[config.mk]
export PLATFORM = sky130hd
export DESIGN_NAME = systolic_skew_feeder
export DESIGN_NICKNAME = d
export VERILOG_FILES = /design/src/rtl/systolic_skew_feeder.sv
export SDC_FILE = /design/constraint.sdc
export NUM_CORES = 1
export LEC_CHECK = 0
export ABC_AREA = 1
export CAP_MARGIN = 30
export CORE_ASPECT_RATIO = 0.7
export CORE_MARGIN = 4
export CORE_UTILIZATION = 50
export CTS_BUF_LIST = sky130_fd_sc_hd__clkbuf_8
export CTS_CLUSTER_SIZE = 14
export DETAILED_ROUTE_END_ITERATION = 7
export PLACE_DENSITY = 0.81
export SYNTH_ARGS = -nofsm -noshare
export SYNTH_HDL_FRONTEND = slang
export SYNTH_SLANG_ARGS = --single-unit
[constraint.sdc]
create_clock -name clk -period 1.83 [get_ports clk]
set_clock_uncertainty 0.1 [all_clocks]
set_input_delay 0.2745 -clock clk [delete_from_list [all_inputs] [get_ports clk]]
set_output_delay 0.2745 -clock clk [all_outputs]
set_load 0.01 [all_outputs]
[src/rtl/systolic_skew_feeder.sv]
`default_nettype none
// ============================================================================
//  Module   : systolic_skew_feeder
//  Purpose  : Diagonal-skew operand feeder for an N x N systolic MAC array.
//             Optional feature macro: FEEDER_STALL_CNT_EN (adds stall_count).
//  Revision : 1.0
// ============================================================================
module systolic_skew_feeder #(
    parameter int DATA_WIDTH = 8,
    parameter int N          = 4,
    parameter int K_MAX      = 16,
    localparam int KW        = $clog2(K_MAX + 1)
) (
    input  logic                  clk,
    input  logic                  rst,
    input  logic                  start,
    input  logic [KW-1:0]         k_len,
    input  logic                  in_valid,
    output logic                  in_ready,
    input  logic [N*DATA_WIDTH-1:0] top_in,
    input  logic [N*DATA_WIDTH-1:0] left_in,
    output logic [N*DATA_WIDTH-1:0] top_out,
    output logic [N*DATA_WIDTH-1:0] left_out,
    output logic                  arr_clr,
    output logic                  busy,
    output logic                  done
`ifdef FEEDER_STALL_CNT_EN
   ,output logic [15:0]           stall_count
`endif
);

    localparam int              DCW          = $clog2(2 * N);
    localparam logic [KW-1:0]   C_K_MAX      = KW'(K_MAX);
    localparam logic [DCW-1:0]  C_DRAIN_LAST = DCW'(2 * N - 2);

    typedef enum logic [2:0] {
        S_IDLE   = 3'd0,
        S_CLEAR  = 3'd1,
        S_STREAM = 3'd2,
        S_DRAIN  = 3'd3,
        S_DONE   = 3'd4
    } state_t;

    state_t          r_state;
    state_t          w_state_next;
    logic [KW-1:0]   r_k_len;
    logic [KW-1:0]   r_hs_cnt;
    logic [DCW-1:0]  r_drain_cnt;
    logic [KW-1:0]   w_k_clamped;
    logic            w_hs;
    logic            w_last_hs;

    assign w_k_clamped = (k_len > C_K_MAX) ? C_K_MAX : k_len;
    assign w_hs        = in_valid && (r_state == S_STREAM);
    assign w_last_hs   = w_hs && (KW'(r_hs_cnt + KW'(1)) == r_k_len);

    assign in_ready = (r_state == S_STREAM);
    assign arr_clr  = (r_state == S_CLEAR);
    assign busy     = (r_state != S_IDLE);
    assign done     = (r_state == S_DONE);

    always_ff @(posedge clk) begin
        if (rst) begin
            r_state <= S_IDLE;
        end else begin
            r_state <= w_state_next;
        end
    end

    always_comb begin
        w_state_next = r_state;
        case (r_state)
            S_IDLE:   if (start) w_state_next = S_CLEAR;
            S_CLEAR:  w_state_next = (r_k_len == '0) ? S_DONE : S_STREAM;
            S_STREAM: if (w_last_hs) w_state_next = S_DRAIN;
            S_DRAIN:  if (r_drain_cnt == C_DRAIN_LAST) w_state_next = S_DONE;
            S_DONE:   w_state_next = S_IDLE;
            default:  w_state_next = S_IDLE;
        endcase
    end

    always_ff @(posedge clk) begin
        if (rst) begin
            r_k_len     <= '0;
            r_hs_cnt    <= '0;
            r_drain_cnt <= '0;
        end else begin
            if (r_state == S_IDLE && start) begin
                r_k_len <= w_k_clamped;
            end
            if (r_state == S_CLEAR) begin
                r_hs_cnt <= '0;
            end else if (w_hs) begin
                r_hs_cnt <= KW'(r_hs_cnt + KW'(1));
            end
            // Drain lasts until the last operand has crossed to PE(N-1,N-1).
            if (r_state == S_DRAIN) begin
                r_drain_cnt <= DCW'(r_drain_cnt + DCW'(1));
            end else begin
                r_drain_cnt <= '0;
            end
        end
    end

    // Lane m is an (m+1)-stage shift register; non-handshake cycles inject zeros.
    generate
        for (genvar m = 0; m < N; m++) begin : g_lane
            logic [DATA_WIDTH-1:0] r_top_sr  [m+1];
            logic [DATA_WIDTH-1:0] r_left_sr [m+1];

            always_ff @(posedge clk) begin
                if (rst) begin
                    for (int s = 0; s <= m; s++) begin
                        r_top_sr[s]  <= '0;
                        r_left_sr[s] <= '0;
                    end
                end else begin
                    r_top_sr[0]  <= w_hs ? top_in[m*DATA_WIDTH +: DATA_WIDTH]  : '0;
                    r_left_sr[0] <= w_hs ? left_in[m*DATA_WIDTH +: DATA_WIDTH] : '0;
                    for (int s = 1; s <= m; s++) begin
                        r_top_sr[s]  <= r_top_sr[s-1];
                        r_left_sr[s] <= r_left_sr[s-1];
                    end
                end
            end

            assign top_out[m*DATA_WIDTH +: DATA_WIDTH]  = r_top_sr[m];
            assign left_out[m*DATA_WIDTH +: DATA_WIDTH] = r_left_sr[m];
        end
    endgenerate

`ifdef FEEDER_STALL_CNT_EN
    always_ff @(posedge clk) begin
        if (rst || r_state == S_CLEAR) begin
            stall_count <= '0;
        end else if (r_state == S_STREAM && !in_valid && stall_count != 16'hFFFF) begin
            stall_count <= stall_count + 16'd1;
        end
    end
`endif

endmodule
`default_nettype wire

Word-level counts from Yosys, hierarchy flattened

Memory sizes are Yosys's and may differ from the RTL's.
Index checks and enable logic that the tools add are counted.

Bits in registers: 16
RAM bits: 160
Bits of input ports: 73
Output and inout bits: 68
Word-level logic and storage cells: 93
Memories: 8

Add/subtract/negate cells: 2
Magnitude comparators: 1
Equal/unequal tests: 9
Muxes and demuxes: 39
Bitwise logic cells: 19
Reduce and logical (&&, ||, !) cells: 11

Memory list:

| memory              | depth | bits a word | rd ports | clocked after memory_dff | wr ports | RTL line | RTL |
|---|---|---|---|---|---|---|---|
| g_lane[3].r_left_sr | 4     | 8           | 4        | 0                        | 4        | 109      | `logic [DATA_WIDTH-1:0] r_left_sr [m+1];` |
| g_lane[3].r_top_sr  | 4     | 8           | 4        | 0                        | 4        | 108      | `logic [DATA_WIDTH-1:0] r_top_sr [m+1];` |
| g_lane[2].r_left_sr | 3     | 8           | 3        | 0                        | 3        | 109      |  |
| g_lane[2].r_top_sr  | 3     | 8           | 3        | 0                        | 3        | 108      |  |
| g_lane[1].r_left_sr | 2     | 8           | 2        | 0                        | 2        | 109      |  |
| g_lane[1].r_top_sr  | 2     | 8           | 2        | 0                        | 2        | 108      |  |
| +2 memories         | --    | --          | --       | --                       | --       | --       |  |

Operator list:

| kind                  | count |
|---|---|
| $mux W8               | 28 |
| $or A1 B1 Y1          | 18 |
| $reduce_or A8 Y1      | 2 |
| $mux W3               | 4 |
| $pmux W3 S4           | 1 |
| $eq A3 B2 Y1 const B  | 2 |
| $eq A3 B3 Y1 const B  | 2 |
| $add A5 B1 Y5 const B | 1 |
| $eq A5 B5 Y1          | 1 |
| $gt A5 B5 Y1 const B  | 1 |
| $logic_not A5 Y1      | 1 |
| $mux W1               | 5 |
| $mux W5               | 1 |
| $ne A2 B2 Y1 const B  | 2 |
| $reduce_or A2 Y1      | 2 |
| $add A3 B1 Y3 const B | 1 |
| $eq A3 B1 Y1 const B  | 1 |
| $logic_and A1 B1 Y1   | 3 |
| $logic_not A3 Y1      | 1 |
| $reduce_and A3 Y1     | 1 |
| $reduce_bool A3 Y1    | 1 |
| $ne A2 B1 Y1 const B  | 1 |
| $not A1 Y1            | 1 |

Logic depth before layout (Yosys ltp)

Gate-level depths: netlist of run 1.

Depth in word-level cells: 5
Mapped depth: 12
Gate-level depth less buffers: 12

Worst setup path after synthesis of run 1

OpenSTA, ideal clock, no wires.

Kind: register -> register
Start point: register r_hs_cnt[0]
End point: register r_state[0]
Setup time: 0.068 ns
Arrival time: 1.302 ns
Data required time: 1.662 ns
Slack: 0.360 ns
Cell stages (with the launch flop): 9
Path buffers: 0
Period minus slack after synthesis: 1.470 ns
Cells stage by stage: dfxtp_1 ha_1 xnor2_1 nand3_2 nor2_1 nand2_1 nand2_2 nand3_2 a21oi_2

Cells in the longest elaborated chain, start to end: 5

RTL lines:

| what                               | RTL line | RTL |
|---|---|---|
| start: declaration                 | 47       | `logic [KW-1:0] r_hs_cnt;` |
| start signal: assignment           | 94       | `r_hs_cnt <= KW'(r_hs_cnt + KW'(1));` |
| $add A5 B1 Y5                      | 55       | `assign w_last_hs = w_hs && (KW'(r_hs_cnt + KW'(1)) == r_k_len);` |
| $eq A5 B5 Y1                       | 55       |  |
| $logic_and A1 B1 Y1                | 55       |  |
| $ne A2 B1 Y1 (no source line)      | --       |  |
| $reduce_and A3 Y1 (no source line) | --       |  |
| end signal: assignment             | 66       | `r_state <= w_state_next;` |
| end: declaration                   | 44       | `state_t r_state;` |

Every way passes these cells.
A chain may end at the register's enable or synchronous reset.

Worst setup path in the final report of run 1

Start point: register r_state[2]
End point: output port busy

Cells in the longest elaborated chain, start to end: 1

RTL lines:

| what               | RTL line | RTL |
|---|---|---|
| $reduce_bool A3 Y1 | 59       | `assign busy = (r_state != S_IDLE);` |
| end: declaration   | 25       | `output logic busy,` |

Every way passes these cells.

==> metrics.txt, run 1 <==
# TYPE chip_impl_metric gauge
chip_impl_metric{name="proportion_of_synthesized_chip_area_in_sequential_cells",unit=""} 0.625
chip_impl_metric{name="crit_required",unit="ns"} 1.46
chip_impl_metric{name="grt_use_met1",unit=""} 0.176
chip_impl_metric{name="detailedRoute.firstPassIterationCount",unit=""} 4
chip_impl_metric{name="cap_violations",unit=""} 0
chip_impl_metric{name="wl",unit="um"} 10200
chip_impl_info{name="busiest_layer",value="met2"} 1
chip_impl_metric{name="crit_arrival",unit="ns"} 1.38
chip_impl_metric{name="timing.setup.tns",unit="ns"} 0
chip_impl_metric{name="grt_usage",unit=""} 0.162
chip_impl_metric{name="timing.fmax",unit="GHz"} 0.571
chip_impl_info{name="timing.hold.worst.class",value="in -> reg"} 1
chip_impl_metric{name="p_leak",unit="nW"} 3.16
chip_impl_metric{name="wl_per_cell",unit="um"} 11.0
chip_impl_metric{name="drive_gt1_frac",unit=""} 0.0680
chip_impl_metric{name="pin_count",unit=""} 141
chip_impl_info{name="crit_path_start_kind",value="flip-flop"} 1
chip_impl_metric{name="drcViolationCount",unit=""} 0
chip_impl_metric{name="initial_core_util",unit=""} 0.512
chip_impl_metric{name="postRouteAntennaNets",unit=""} 0
chip_impl_metric{name="grt_pass1_vias",unit=""} 3794
chip_impl_info{name="clock_tree.root_cell",value="sky130_fd_sc_hd__clkbuf_8"} 1
chip_impl_metric{name="tritoncts_num_sinks",unit=""} 176
chip_impl_metric{name="global_route.usage.met3",unit=""} 0.0681
chip_impl_metric{name="clk_transition_reported_paths",unit="ns"} 0.10
chip_impl_metric{name="cell_row_count",unit=""} 32
chip_impl_metric{name="count_of_yosys_warnings_during_synthesis",unit=""} 0
chip_impl_info{name="run_status",value="complete, no violations"} 1
chip_impl_metric{name="detail_route.vias_per_cell",unit=""} 4.14
chip_impl_metric{name="worst-path-max-fanout",unit=""} 5
chip_impl_metric{name="yosys_reg_bits",unit=""} 176
chip_impl_metric{name="slew_headroom",unit=""} 0.752
chip_impl_metric{name="ff2ff_setup_slack",unit="ns"} 0.13
chip_impl_metric{name="placeableCoreArea",unit="um^2"} 11000
chip_impl_info{name="worst_setup_path_end_kind",value="primary output"} 1
chip_impl_metric{name="period_minus_slack",unit="ns"} 1.75
chip_impl_info{name="cts_tree",value="yes"} 1
chip_impl_info{name="grt_setup_unrepaired",value="true"} 1
chip_impl_metric{name="layout_setup_ws",unit="ns"} 0.0790
chip_impl_metric{name="syn_area",unit="um^2"} 5640
chip_impl_metric{name="via_count",unit=""} 3862
chip_impl_info{name="most-common-layout-cells",value="sky130_fd_sc_hd__inv_1 (176), sky130_fd_sc_hd__nor2_1 (172), sky130_fd_sc_hd__dfxtp_1 (172)"} 1
chip_impl_metric{name="synthToLayoutAreaGrowth",unit="%"} 30.2
chip_impl_info{name="layout.cells.most_common",value="sky130_fd_sc_hd__inv_1"} 1
chip_impl_metric{name="floorplan.die.height",unit="um"} 96.8
chip_impl_metric{name="die_w",unit="um"} 135
chip_impl_metric{name="finalSetupViolCount",unit=""} 0
chip_impl_metric{name="number_of_h_tree_levels",unit=""} 4
chip_impl_info{name="critical_path_class",value="reg -> out"} 1
chip_impl_metric{name="n_antenna_cell",unit=""} 0
chip_impl_metric{name="timing_hold_violations_final",unit=""} 0
chip_impl_metric{name="max-vdd-ir-drop",unit="mV"} 0.763
chip_impl_metric{name="cts-root-to-sink-buffers",unit=""} 2
chip_impl_metric{name="final-instance-count-excl-fill",unit=""} 932
chip_impl_info{name="regToRegStartpoint",value="r_hs_cnt[1]$_SDFFE_PP0P_"} 1
chip_impl_metric{name="gp_routability_congestion",unit=""} 0.792
chip_impl_info{name="worst_r2r_endpoint",value="r_state[0]$_SDFFE_PP0P_"} 1
chip_impl_metric{name="report.power.total",unit="mW"} 7.79
chip_impl_metric{name="grt_overflow_total",unit=""} 0
chip_impl_metric{name="power.density",unit="nW/um^2"} 1060
chip_impl_metric{name="first_pass_grt_wire_length",unit="um"} 16900
chip_impl_metric{name="timing.hold.worst_path_depth",unit=""} 2
chip_impl_metric{name="cts_buffers",unit=""} 17
chip_impl_metric{name="dp_hpwl",unit="um"} 7260
chip_impl_metric{name="drv_slew",unit=""} 0
chip_impl_metric{name="drt_iter0_drc",unit=""} 158
chip_impl_metric{name="grt_start_max_net_pins",unit=""} 75
chip_impl_metric{name="tcrit_tclk_final",unit=""} 0.957
chip_impl_metric{name="worst_hold_slack",unit="ns"} 0.112
chip_impl_metric{name="dp_slack",unit="ns"} 0.110
chip_impl_metric{name="post_synth_num_cell_types",unit=""} 27
chip_impl_metric{name="r2r_cells",unit=""} 11
chip_impl_info{name="hold_end",value="r_state[2]$_SDFFE_PP0P_"} 1
chip_impl_metric{name="syn-num-nets",unit=""} 728
chip_impl_metric{name="nets",unit=""} 842
chip_impl_info{name="hp-start",value="rst"} 1
chip_impl_metric{name="worstMarginPinSlew",unit="ns"} 0.368
chip_impl_metric{name="dieArea",unit="um^2"} 13100
chip_impl_metric{name="synthesis.instances",unit=""} 652
chip_impl_metric{name="syn_avg_cell_area",unit="um^2"} 8.64
chip_impl_metric{name="initial_antenna_violation_count",unit=""} 0
chip_impl_metric{name="groute.layer.met2.usage",unit=""} 0.275
chip_impl_metric{name="clk-insertion-delay-late",unit="ns"} 0.44
chip_impl_metric{name="port_buffers",unit=""} 140
chip_impl_metric{name="placedCellCount",unit=""} 897
==> cell families after synthesis <==
family,after synthesis,synth area share
buffers and inverters,227,0.181
and+or+nand+nor,222,0.161
DFF,176,0.625
AOI/OAI and AO/OA,21,0.0213
xor gates and xnor gates,3,0.00466
adders and majority gates,3,0.00666
==> worst max-delay path, stage by stage (launching register included) <==
cell,delay (ns)
sky130_fd_sc_hd__dfxtp_4,0.39
sky130_fd_sc_hd__nor2_4,0.18
sky130_fd_sc_hd__nand2_1,0.12
sky130_fd_sc_hd__clkdlybuf4s15_1,0.25
==> where the power goes <==
part,switching (mW),total [mW],internal (mW),leakage [nW]
sequential,0.140,4.18,4.04,1.42
clock,1.49,2.55,1.05,0.195
combinational,0.570,1.07,0.496,1.55
total,2.20,7.79,5.59,3.16
==> metrics by stage <==
step,area [um^2],utilization
final,7340,0.666
after global routing,7340,0.666
after CTS,7310,0.664
after detailed placement,6910,0.628
after global placement,6910,0.628
after floorplan,5640,-
==> sequential cells by signal (all words and copies together) (netlist names) <==
register          flops
g_lane.r_left_sr     80
g_lane.r_top_sr      80
r_drain_cnt           3
r_hs_cnt              5
r_k_len               5
r_state               3
==> how the worst max path moves through the flow <==
stage	start	end	slack [ns]	cells after the start
after floorplan	r_hs_cnt[0]$_SDFFE_PP0P_	r_state[0]$_SDFFE_PP0P_	0.36	8
after global placement	r_state[0]$_SDFFE_PP0P_	arr_clr	0.13	3
after detailed placement	r_hs_cnt[0]$_SDFFE_PP0P_	r_state[0]$_SDFFE_PP0P_	0.11	11
after CTS	r_state[2]$_SDFFE_PP0P_	in_ready	0.01	4
after global routing	r_state[0]$_SDFFE_PP0P_	arr_clr	-0.005	3
final	r_state[2]$_SDFFE_PP0P_	busy	0.08	3
==> routing by layer <==
metal	vias up	share of wire
li1	2031	-
met1	1708	0.42
met2	108	0.49
met3	15	0.080
met4	0	0.017
met5	-	0
==> synth_stat cells <==
cell type | number | area, um^2
sky130_fd_sc_hd__xnor2_1 | 2 | 17.5
sky130_fd_sc_hd__nor2_1 | 172 | 646
sky130_fd_sc_hd__buf_1 | 1 | 3.75
sky130_fd_sc_hd__inv_1 | 177 | 664
sky130_fd_sc_hd__nor3_1 | 3 | 15.0
sky130_fd_sc_hd__or2_0 | 1 | 6.26
sky130_fd_sc_hd__nand4_1 | 4 | 25.0
sky130_fd_sc_hd__ha_1 | 3 | 37.5
sky130_fd_sc_hd__xor2_1 | 1 | 8.76
sky130_fd_sc_hd__dfxtp_1 | 176 | 3520
sky130_fd_sc_hd__o21ai_0 | 8 | 40.0
sky130_fd_sc_hd__a21oi_1 | 7 | 35.0
sky130_fd_sc_hd__nand2_4 | 1 | 11.3
sky130_fd_sc_hd__a21oi_2 | 1 | 8.76
sky130_fd_sc_hd__a31oi_1 | 2 | 12.5
sky130_fd_sc_hd__buf_4 | 32 | 240
sky130_fd_sc_hd__nand3_2 | 2 | 20.0
sky130_fd_sc_hd__o41ai_1 | 1 | 8.76
sky130_fd_sc_hd__nor2_4 | 1 | 11.3
sky130_fd_sc_hd__nand3_1 | 9 | 45.0
sky130_fd_sc_hd__buf_2 | 1 | 5.00
sky130_fd_sc_hd__clkbuf_1 | 10 | 37.5
sky130_fd_sc_hd__nor2_8 | 1 | 20.0
sky130_fd_sc_hd__nand2_1 | 26 | 97.6
sky130_fd_sc_hd__a211oi_1 | 2 | 15.0
sky130_fd_sc_hd__buf_6 | 6 | 67.6
sky130_fd_sc_hd__nand2_2 | 2 | 12.5
==> layout make-up <==
type                       count  area, um^2
multi-input combinational    249        1100
clock inverter                14         144
sequential                   176        3530
clock buffer                  18         248
tap                          153         191
fill                         855        3670
inverter                     177         664
timing repair buffer         145        1460
==> what timing repair did <==
| action | CTS | global route |
|---|---|---|
| pin swaps | 1 | 1 |
| setup endpoints to repair | 4 | 5 |
| endpoints found under the hold margin | 0 | 0 |
| buffers inserted | 1 | 2 |
| resized for setup | 9 | 7 |
| hold buffers | 0 | 0 |
(Power assumes the default switching activity.)
==> run 2: changes to the inputs <==
--- a/config.mk
+++ b/config.mk
@@ -13,6 +13,7 @@
 export CTS_BUF_LIST = sky130_fd_sc_hd__clkbuf_8
 export CTS_CLUSTER_SIZE = 14
 export DETAILED_ROUTE_END_ITERATION = 7
+export MAX_ROUTING_LAYER = met4
 export PLACE_DENSITY = 0.81
 export SYNTH_ARGS = -nofsm -noshare
 export SYNTH_HDL_FRONTEND = slang
==> run 2 against run 1 <==
Compared with the run above:
- clock power about the same
- die area is the same
- highest routed layer unchanged
- cell area is the same
==> metrics.txt, run 2 (synthesized netlist as in run 1, its figures left out) <==
# TYPE chip_impl_metric gauge
chip_impl_info{name="run_status",value="complete, no violations"} 1
chip_impl_metric{name="period_minus_slack",unit="ns"} 1.76
chip_impl_info{name="critical_path_class",value="reg -> out"} 1
chip_impl_metric{name="n_antenna_cell",unit=""} 0
chip_impl_metric{name="p_leak",unit="nW"} 3.16
chip_impl_metric{name="clk-insertion-delay-late",unit="ns"} 0.44
chip_impl_metric{name="worstMarginPinSlew",unit="ns"} 0.368
chip_impl_info{name="clock_tree.root_cell",value="sky130_fd_sc_hd__clkbuf_8"} 1
chip_impl_metric{name="wl_per_cell",unit="um"} 11.0
chip_impl_metric{name="drv_slew",unit=""} 0
chip_impl_info{name="cts_tree",value="yes"} 1
chip_impl_metric{name="cts_hold_buf",unit=""} 0
chip_impl_metric{name="cell_row_count",unit=""} 32
chip_impl_metric{name="crit_required",unit="ns"} 1.46
chip_impl_metric{name="global_route.usage.met3",unit=""} 0.0619
chip_impl_metric{name="number_of_h_tree_levels",unit=""} 4
chip_impl_metric{name="cts-root-to-sink-buffers",unit=""} 2
chip_impl_metric{name="drive_gt1_frac",unit=""} 0.0680
chip_impl_metric{name="floorplan.die.height",unit="um"} 96.8
chip_impl_info{name="most-common-layout-cells",value="sky130_fd_sc_hd__inv_1 (176), sky130_fd_sc_hd__nor2_1 (172), sky130_fd_sc_hd__dfxtp_1 (172)"} 1
chip_impl_metric{name="grt_usage",unit=""} 0.166
chip_impl_metric{name="postRouteAntennaNets",unit=""} 0
chip_impl_metric{name="cts_buffers",unit=""} 17
chip_impl_metric{name="initial_core_util",unit=""} 0.512
chip_impl_metric{name="die_w",unit="um"} 135
chip_impl_metric{name="gp_routability_congestion",unit=""} 0.803
chip_impl_metric{name="grt_pass1_vias",unit=""} 3785
chip_impl_metric{name="finalSetupViolCount",unit=""} 0
chip_impl_metric{name="placeableCoreArea",unit="um^2"} 11000
chip_impl_metric{name="detailedRoute.firstPassIterationCount",unit=""} 4
chip_impl_metric{name="timing.setup.tns",unit="ns"} 0
chip_impl_metric{name="clk_transition_reported_paths",unit="ns"} 0.10
chip_impl_info{name="cp_cell_sequence",value="nor2_4, nand2_1, clkdlybuf4s15_1"} 1
chip_impl_metric{name="tcrit_tclk_final",unit=""} 0.961
chip_impl_metric{name="power.density",unit="nW/um^2"} 1060
chip_impl_info{name="crit_path_start_kind",value="flip-flop"} 1
chip_impl_metric{name="post_dp_cell_area",unit="um^2"} 6910
chip_impl_metric{name="tritoncts_num_sinks",unit=""} 176
chip_impl_metric{name="drt_iter0_drc",unit=""} 174
chip_impl_info{name="worst_setup_path_end_kind",value="primary output"} 1
chip_impl_metric{name="drcViolationCount",unit=""} 0
chip_impl_metric{name="timing_hold_violations_final",unit=""} 0
chip_impl_info{name="layout.cells.most_common",value="sky130_fd_sc_hd__inv_1"} 1
chip_impl_metric{name="timing.fmax",unit="GHz"} 0.569
chip_impl_metric{name="grt_use_met1",unit=""} 0.180
chip_impl_metric{name="cap_violations",unit=""} 0
chip_impl_metric{name="n_fill_cell",unit=""} 855
chip_impl_metric{name="via_count",unit=""} 3873
chip_impl_metric{name="initial_antenna_violation_count",unit=""} 0
chip_impl_metric{name="dieArea",unit="um^2"} 13100
chip_impl_info{name="biggestRegsByFlops",value="g_lane.r_left_sr x80, g_lane.r_top_sr x80"} 1
chip_impl_info{name="cpMaxStageDelayCell",value="sky130_fd_sc_hd__dfxtp_4"} 1
chip_impl_metric{name="area_of_all_placed_cells_without_fillers",unit="um^2"} 7340
chip_impl_metric{name="dp_hpwl",unit="um"} 7260
chip_impl_info{name="grt_setup_unrepaired",value="true"} 1
chip_impl_metric{name="first_pass_grt_wire_length",unit="um"} 16900
chip_impl_metric{name="grt_start_max_net_pins",unit=""} 75
chip_impl_metric{name="max-vdd-ir-drop",unit="mV"} 0.760
chip_impl_metric{name="slew_headroom",unit=""} 0.752
chip_impl_metric{name="timing.critical_path.slowest_cell_delay",unit="ns"} 0.39
chip_impl_metric{name="worst_hold_slack",unit="ns"} 0.112
chip_impl_metric{name="wl",unit="um"} 10300
chip_impl_metric{name="grt_overflow_total",unit=""} 0
chip_impl_metric{name="crit_arrival",unit="ns"} 1.38
chip_impl_metric{name="final_core_utilization",unit=""} 0.666
chip_impl_metric{name="pin_count",unit=""} 141
chip_impl_metric{name="synthToLayoutAreaGrowth",unit="%"} 30.2
chip_impl_metric{name="port_buffers",unit=""} 140
chip_impl_metric{name="detail_route.vias_per_cell",unit=""} 4.16
chip_impl_info{name="timing.hold.worst.class",value="in -> reg"} 1
chip_impl_metric{name="worst-path-max-fanout",unit=""} 5
chip_impl_info{name="busiest_layer",value="met2"} 1
chip_impl_metric{name="nets",unit=""} 842
chip_impl_metric{name="groute.layer.met2.usage",unit=""} 0.275
run 2: cell counts in the layout (fill, tap and decap cells not counted):
Identical to the previous run, type by type.
run 2: path summary, 6_finish.rpt:
kind                                         from                                    to  slack [ns]  cells after the start
min reg2reg  g_lane[3].r_left_sr[1][6]$_SDFF_PP0_  g_lane[3].r_left_sr[2][6]$_SDFF_PP0_        0.29                      2
max reg2reg              r_hs_cnt[1]$_SDFFE_PP0P_               r_state[0]$_SDFFE_PP0P_        0.15                     11
min                                           rst               r_state[2]$_SDFFE_PP0P_        0.11                      2
max                       r_state[2]$_SDFFE_PP0P_                                  busy        0.07                      3
run 2: what timing repair did:
item,CTS,global route
setup endpoints to repair,4,5
pin swaps,1,1
setup buffers,1,2
gates resized for setup,9,7
run 2: area by class of cell:
cell class / count / area (um^2) / share of cell area
Clock inverter: 14 / 144 / 0.0196
Timing Repair Buffer: 145 / 1460 / 0.198
Clock buffer: 18 / 248 / 0.0338
Inverter: 177 / 664 / 0.0905
Tap cell: 153 / 191 / 0.0261
Sequential cell: 176 / 3530 / 0.481
Multi-Input combinational cell: 249 / 1100 / 0.151
run 2: power by group:
group | switching, mW | leakage, nW | internal, mW
Combinational | 0.570 | 1.55 | 0.496
Sequential | 0.139 | 1.42 | 4.04
Clock | 1.50 | 0.195 | 1.05
Total | 2.20 | 3.16 | 5.58
run 2: layer usage:
| layer | share of wire | up-vias |
|---|---|---|
| met5 | 0 | - |
| met4 | 0.018 | 0 |
| met3 | 0.073 | 17 |
| met2 | 0.49 | 114 |
| met1 | 0.42 | 1714 |
| li1 | - | 2028 |
run 2: worst max-delay path: cells and delay by family (launching register included):
family / cells / cell delay, ns
simple gates: 2 / 0.29
buf+inv: 1 / 0.26
flops: 1 / 0.39
run 2: through the flow:
step                power (mW)  std cells  setup WS, ns
global route              8.19        932      -0.00693
global placement          5.20        897         0.134
finish                    7.79        932        0.0719
CTS                       7.81        930        0.0108
floorplan                 4.83        652         0.360
detailed placement        5.27        897         0.110
